`config.mk`:
```
export PLATFORM = sky130hd
export DESIGN_NAME = tp_probe_capture
export DESIGN_NICKNAME = d
export VERILOG_FILES = /design/src/rtl/tp_dbg_pkg.sv /design/src/rtl/tp_pulse_stretch.sv /design/src/rtl/tp_probe_capture.sv
export SDC_FILE = /design/constraint.sdc
export NUM_CORES = 1
export LEC_CHECK = 0
export CORE_MARGIN = 1
export CORE_UTILIZATION = 40
export DETAILED_ROUTE_END_ITERATION = 8
export GPL_TIMING_DRIVEN = 0
export SLEW_MARGIN = 30
export SYNTH_ARGS = -nofsm -noshare
export SYNTH_HDL_FRONTEND = slang
export SYNTH_SLANG_ARGS = --single-unit
```
`constraint.sdc`:
```
create_clock -name CLK -period 2.4 [get_ports CLK]
set_input_delay 0.24 -clock CLK [delete_from_list [all_inputs] [get_ports CLK]]
set_output_delay 0.24 -clock CLK [all_outputs]
set_load 0.05 [all_outputs]
```
`src/rtl/tp_dbg_pkg.sv`:
```
// Shared encodings and constants for the bank-25 test-point debug path.
// Trigger state codes, word width and blanking length.
package tp_dbg_pkg;

  localparam int TP_WIDTH  = 16;
  localparam int BLANK_CYC = 2;

  typedef enum logic [1:0] {
    TS_IDLE   = 2'd0,
    TS_ARMED  = 2'd1,
    TS_POST   = 2'd2,
    TS_FROZEN = 2'd3
  } trig_state_e;

  // Masked equality used by the trigger comparator.
  function automatic logic trig_hit(
    input logic [TP_WIDTH-1:0] samp,
    input logic [TP_WIDTH-1:0] mask,
    input logic [TP_WIDTH-1:0] val
  );
    return ((samp ^ val) & mask) == '0;
  endfunction

endpackage

```
`src/rtl/tp_pulse_stretch.sv`:
```
// Single-bit pulse stretcher: rising edge reloads a countdown so
// one-cycle strobes stay visible for STRETCH cycles on a scope.
module tp_pulse_stretch #(
  parameter int STRETCH = 8
) (
  input  logic clk_i,
  input  logic rst_ni,
  input  logic samp_i,
  input  logic en_i,
  output logic out_o
);

  localparam logic [7:0] RELOAD = 8'(STRETCH - 1);

  logic       prev_q;
  logic [7:0] cnt_q;
  logic [7:0] cnt_d;
  logic       rise;

  assign rise = samp_i & ~prev_q;

  // Reload on edge (retriggerable), count down and hold at zero.
  always_comb begin
    cnt_d = cnt_q;
    if (!en_i) begin
      cnt_d = 8'd0;
    end else if (rise) begin
      cnt_d = RELOAD;
    end else if (cnt_q != 8'd0) begin
      cnt_d = cnt_q - 8'd1;
    end
  end

  // Edge history and counter state.
  always_ff @(posedge clk_i or negedge rst_ni) begin
    if (!rst_ni) begin
      prev_q <= 1'b0;
      cnt_q  <= 8'd0;
    end else begin
      prev_q <= samp_i;
      cnt_q  <= cnt_d;
    end
  end

  assign out_o = en_i ? (samp_i | (cnt_q != 8'd0))
                      : samp_i;

endmodule

```
`src/rtl/tp_probe_capture.sv`:
```
// Probe group select, pulse stretch, blanking and one-shot freeze
// feeding the 16-bit test-point word.
import tp_dbg_pkg::*;

module tp_probe_capture #(
  parameter int NGRP     = 4,
  parameter int STRETCH  = 8,
  parameter int POST_DLY = 16
) (
  input  logic                 CLK,
  input  logic                 RST_B,
  input  logic [16*NGRP-1:0]   PROBE_IN,
  input  logic [2:0]           SEL,
  input  logic                 SEL_LD,
  input  logic [TP_WIDTH-1:0]  STRETCH_MASK,
  input  logic [TP_WIDTH-1:0]  TRIG_MASK,
  input  logic [TP_WIDTH-1:0]  TRIG_VAL,
  input  logic                 ARM,
  input  logic                 FREEZE_CLR,
  output logic [TP_WIDTH-1:0]  TP_OUT,
  output logic [1:0]           TRIG_STATE,
  output logic                 TRIGGERED
);

  trig_state_e         state_q;
  trig_state_e         state_d;
  logic [15:0]         post_q;
  logic [15:0]         post_d;
  logic                trig_q;
  logic                trig_d;
  logic [2:0]          sel_q;
  logic [2:0]          sel_d;
  logic [1:0]          blank_q;
  logic [1:0]          blank_d;
  logic [TP_WIDTH-1:0] grp;
  logic [TP_WIDTH-1:0] samp_q;
  logic [TP_WIDTH-1:0] str;
  logic [TP_WIDTH-1:0] tp_q;
  logic [TP_WIDTH-1:0] tp_d;
  logic                sel_acc;

  assign sel_acc = SEL_LD && (state_q == TS_IDLE);

  // Group select; out-of-range codes fall back to group 0.
  always_comb begin
    sel_d   = sel_q;
    blank_d = blank_q;
    if (sel_acc) begin
      sel_d   = (int'(SEL) < NGRP) ? SEL : 3'd0;
      blank_d = 2'(BLANK_CYC);
    end else if (blank_q != 2'd0) begin
      blank_d = blank_q - 2'd1;
    end
  end

  // Mux the selected probe group.
  always_comb begin
    grp = '0;
    for (int g = 0; g < NGRP; g++) begin
      if (sel_q == 3'(g)) begin
        grp = PROBE_IN[16*g +: 16];
      end
    end
  end

  for (genvar i = 0; i < TP_WIDTH; i++) begin : g_str
    tp_pulse_stretch #(
      .STRETCH (STRETCH)
    ) u_str (
      .clk_i  (CLK),
      .rst_ni (RST_B),
      .samp_i (samp_q[i]),
      .en_i   (STRETCH_MASK[i]),
      .out_o  (str[i])
    );
  end

  // Output word: hold when frozen, zero while blanking.
  always_comb begin
    tp_d = str;
    if (state_q == TS_FROZEN) begin
      tp_d = tp_q;
    end else if (blank_q != 2'd0) begin
      tp_d = '0;
    end
  end

  // Trigger FSM; freeze lands POST_DLY edges after entering POST,
  // never sooner than one edge.
  always_comb begin
    state_d = state_q;
    post_d  = post_q;
    unique case (state_q)
      TS_IDLE: begin
        if (ARM) state_d = TS_ARMED;
      end
      TS_ARMED: begin
        if (trig_hit(samp_q, TRIG_MASK, TRIG_VAL)) begin
          state_d = TS_POST;
          post_d  = 16'(POST_DLY);
        end
      end
      TS_POST: begin
        if (post_q <= 16'd1) begin
          state_d = TS_FROZEN;
        end else begin
          post_d = post_q - 16'd1;
        end
      end
      TS_FROZEN: begin
        state_d = TS_FROZEN;
      end
      default: state_d = TS_IDLE;
    endcase
    if (FREEZE_CLR) state_d = TS_IDLE;
    trig_d = (state_d == TS_POST) ||
             (state_d == TS_FROZEN);
  end

  // Pipeline, select and trigger registers.
  always_ff @(posedge CLK or negedge RST_B) begin
    if (!RST_B) begin
      state_q <= TS_IDLE;
      post_q  <= 16'd0;
      trig_q  <= 1'b0;
      sel_q   <= 3'd0;
      blank_q <= 2'd0;
      samp_q  <= '0;
      tp_q    <= '0;
    end else begin
      state_q <= state_d;
      post_q  <= post_d;
      trig_q  <= trig_d;
      sel_q   <= sel_d;
      blank_q <= blank_d;
      samp_q  <= grp;
      tp_q    <= tp_d;
    end
  end

  assign TP_OUT     = tp_q;
  assign TRIG_STATE = state_q;
  assign TRIGGERED  = trig_q;

endmodule

```
==> flow_metrics.env <==
export IMPL_status="complete, no violations"
export IMPL_grt_ovfl_total=0
export IMPL_worst_hold_path_type="input pin to asynchronous set/reset pin"
export IMPL_clkPwrFrac_pct=16.2
export IMPL_cts_tree="yes"
export IMPL_wl_mm=22.4
export IMPL_synth_xor_area_share_pct=5.29
export IMPL_nNetsFinal=1317
export IMPL_leakage_nw=5.38
export IMPL_yosys_area_top_type="dfrtp_1"
export IMPL_fp_dieW_um=160
export IMPL_drcViolationCount=0
export IMPL_synth_seq_cells=199
export IMPL_regArea_um2=4990
export IMPL_avgSynthCellArea_um2=9.87
export IMPL_startpoint_type="flip-flop"
export IMPL_final_max_slew_viol_count=0
export IMPL_worst_pin_slew_ns=0.800
export IMPL_switchingPower_mw=7.18
export IMPL_required_ns=2.73
export IMPL_multi_input_area_um2=4820
export IMPL_synthToLayoutAreaGrowth_pct=26.4
export IMPL_gp_congestion=0.795
export IMPL_synth_adder_area_share_pct=3.02
export IMPL_synth_compound_area_share_pct=13.4
export IMPL_yosysUniqueCellTypes=49
export IMPL_fp_dieH_um=160
export IMPL_ys_flop_type="dfrtp_1"
export IMPL_finalSetupTns_ns=0
export IMPL_endpoint_kind="flip-flop"
export IMPL_syn_area_um2=9940
export IMPL_vias_per_cell=5.15
export IMPL_grt_max_degree=82
export IMPL_synth_area_leaders="dfrtp_1 (50%), o21ai_0 (4.0%), mux4_2 (3.6%)"
export IMPL_crit_type="flip-flop to flip-flop"
export IMPL_synth_area_mux_share_pct=4.98
export IMPL_synth_top_family_by_area="simple AND/OR/NAND/NOR gates"
export IMPL_numCtsBuffers=17
export IMPL_fin_crit_sh_pct=98.0
export IMPL_min_period_ns=2.35
export IMPL_comb_power_share_pct=49.7
export IMPL_first_global_vias=7706
export IMPL_ios=139
export IMPL_clock_sinks=199
export IMPL_portBuffers=138
export IMPL_clock_latency_ns=0.44
export IMPL_hold_ws_ns=0.333
export IMPL_crit_fanout=10
export IMPL_p_total_mw=17.0
export IMPL_root_buffer="clkbuf_16"
export IMPL_synth_cells=1007
export IMPL_routedWlPerCell_um=14.8
export IMPL_detail_route_antenna_nets=0
export IMPL_cts_max_path_buffers=2
export IMPL_drt_first_pass_iters=5
export IMPL_grt_pass1_wl_mm=37.8
export IMPL_core_area_um2=24300
export IMPL_antenna_found_initial=1
export IMPL_rsz0062_at_grt="yes"
export IMPL_synthArstFlopShare_pct=100
export IMPL_yosysWarnings=0
export IMPL_synthSimpleGateAreaFrac_pct=20.4
export IMPL_yosysSeqAreaShare_pct=50.1
export IMPL_synth_top_area_share_pct=50.1
export IMPL_start_util_pct=40.9
export IMPL_p_seq_share_pct=34.1
export IMPL_syn_num_nets=1151
export IMPL_synth_edf_count=0
export IMPL_ir_drop_uv=589
export IMPL_finClkSkew_ns=0.0117
export IMPL_clkTransAtPathRegs_ns=0.08
export IMPL_dieArea_um2=25500
export IMPL_fillCellCount=2246
export IMPL_synth_common_cells="dfrtp_1 (199), nand2_1 (89), nor2_1 (89)"
export IMPL_p_sw_share_pct=42.1
export IMPL_place_hpwl_mm=16.1
export IMPL_finalSetupViolCount=0
export IMPL_drtIter0Drc=351
export IMPL_vias=7779
export IMPL_hold_violations=0
export IMPL_p_int_mw=9.86
export IMPL_fmax_mhz=425
export IMPL_critPathArrivalTime_ns=2.68
export IMPL_row_count=57
export IMPL_htree_levels=4
export IMPL_grt_usage_pct=18.4
export IMPL_cap_violations=0
export IMPL_max_slew_margin_rel_pct=46.7
export IMPL_powerDensity_nw_per_um2=1360
export IMPL_drive_above_1_share_pct=9.96
export IMPL_synth_most_common_cell="dfrtp_1"
registers in the layout (all words and copies together) (netlist names):
| name | cells |
|---|---|
| post_q | 16 |
| TRIGGERED | 1 |
| g_str.u_str.cnt_q | 128 |
| sel_q | 2 |
| TP_OUT | 16 |
| blank_q | 2 |
| TRIG_STATE | 2 |
| g_str.u_str.prev_q | 16 |
| samp_q | 16 |
logic make-up after synthesis:
group                    after synthesis
multiplexers                          29
buffers and inverters                 74
AO/OA/AOI/OAI                        225
AND/OR/NAND/NOR                      396
XOR/XNOR                              60
flip-flops                           199
adder cells (fa/ha/maj)               24
cell usage in the layout, fill, tap and decap left out, types with 6 or more instances in the layout:
cell	Yosys	final
a21boi_0	28	25
a21oi_1	71	70
a22oi_1	8	7
buf_4	1	9
clkbuf_1	13	11
clkbuf_16	0	17
clkdlybuf4s50_1	0	137
dfrtp_1	199	190
dfrtp_2	0	9
ha_1	24	21
inv_1	57	54
inv_8	0	6
mux2i_1	9	9
mux4_2	16	16
nand2_1	89	88
nand2b_1	26	26
nand3_1	27	27
nand3b_1	7	7
nor2_1	89	89
nor2b_1	9	9
nor3_1	43	39
nor3b_1	12	12
nor4_1	13	13
o21a_1	10	9
o21ai_0	80	79
o31ai_1	9	6
or3_1	41	32
or3_4	0	9
or4_1	15	15
xnor2_1	34	34
xor2_1	26	26
power by group through the flow:
stage               Clock, mW  Combinational, mW  Sequential, mW
floorplan                   0               5.84            6.02
global placement            0               8.05            5.83
detailed placement          0               8.15            5.83
CTS                      2.84               8.34            5.80
global route             2.97               9.59            6.04
finish                   2.75               8.47            5.82
worst max-delay path, cell delays in order, from the launching register on:
cell	delay (ns)
dfrtp_2	0.44
xor2_1	0.17
a22oi_2	0.26
nand4_1	0.23
o21a_4	0.27
or3b_2	0.49
buf_6	0.17
o41ai_2	0.21
stage by stage:
stage | cell area, um2 | std cells | util (%) | setup WS, ns
detailed placement | 11800 | 1471 | 48.5 | -0.566
CTS | 12500 | 1506 | 51.2 | 0.00394
global placement | 11700 | 1469 | 48.2 | -8.43
finish | 12600 | 1510 | 51.7 | 0.0489
global route | 12600 | 1509 | 51.7 | -0.0427
floorplan | 9950 | 1007 | - | 0.0377
final cells by class:
class | count | area share [%]
inverter | 57 | 1.70
tap | 324 | 3.22
buffer | 14 | 0.498
multi-input combinational | 734 | 38.3
sequential | 199 | 39.7
clock inverter | 13 | 1.03
clock buffer | 18 | 3.41
antenna | 1 | 0.0199
timing repair buffer | 150 | 12.1
final timing paths:
kind                       slack, ns            startpoint  cells after the start                                    to
min in group CLK                0.37                SEL[0]                      3                  sel_q[0]$_DFFE_PN0P_
max                             0.05  samp_q[15]$_DFF_PN0_                      7                post_q[13]$_DFFE_PN0P_
min                             0.33                 RST_B                      2  g_str[13].u_str.cnt_q[0]$_DFFE_PN0P_
max reg2reg                     0.05  samp_q[15]$_DFF_PN0_                      7                post_q[13]$_DFFE_PN0P_
max in group asynchronous       0.95                 RST_B                      4                 post_q[0]$_DFFE_PN0P_
min reg2reg                     0.45  samp_q[15]$_DFF_PN0_                      0      g_str[15].u_str.prev_q$_DFF_PN0_
routing by layer:
metal	GRT usage, %	wire length, um
met1	25.7	10700
met3	4.00	977
met2	29.2	10400
met5	0	13
met4	4.68	213
what timing repair did:
item	4_1_cts	5_1_grt
hold endpoints to repair	65	0
hold buffers	1	0
gates resized for setup	17	29
endpoints found under the setup margin	30	31
pin swaps	5	2
setup buffers	5	4
(Power assumes the default switching activity.)
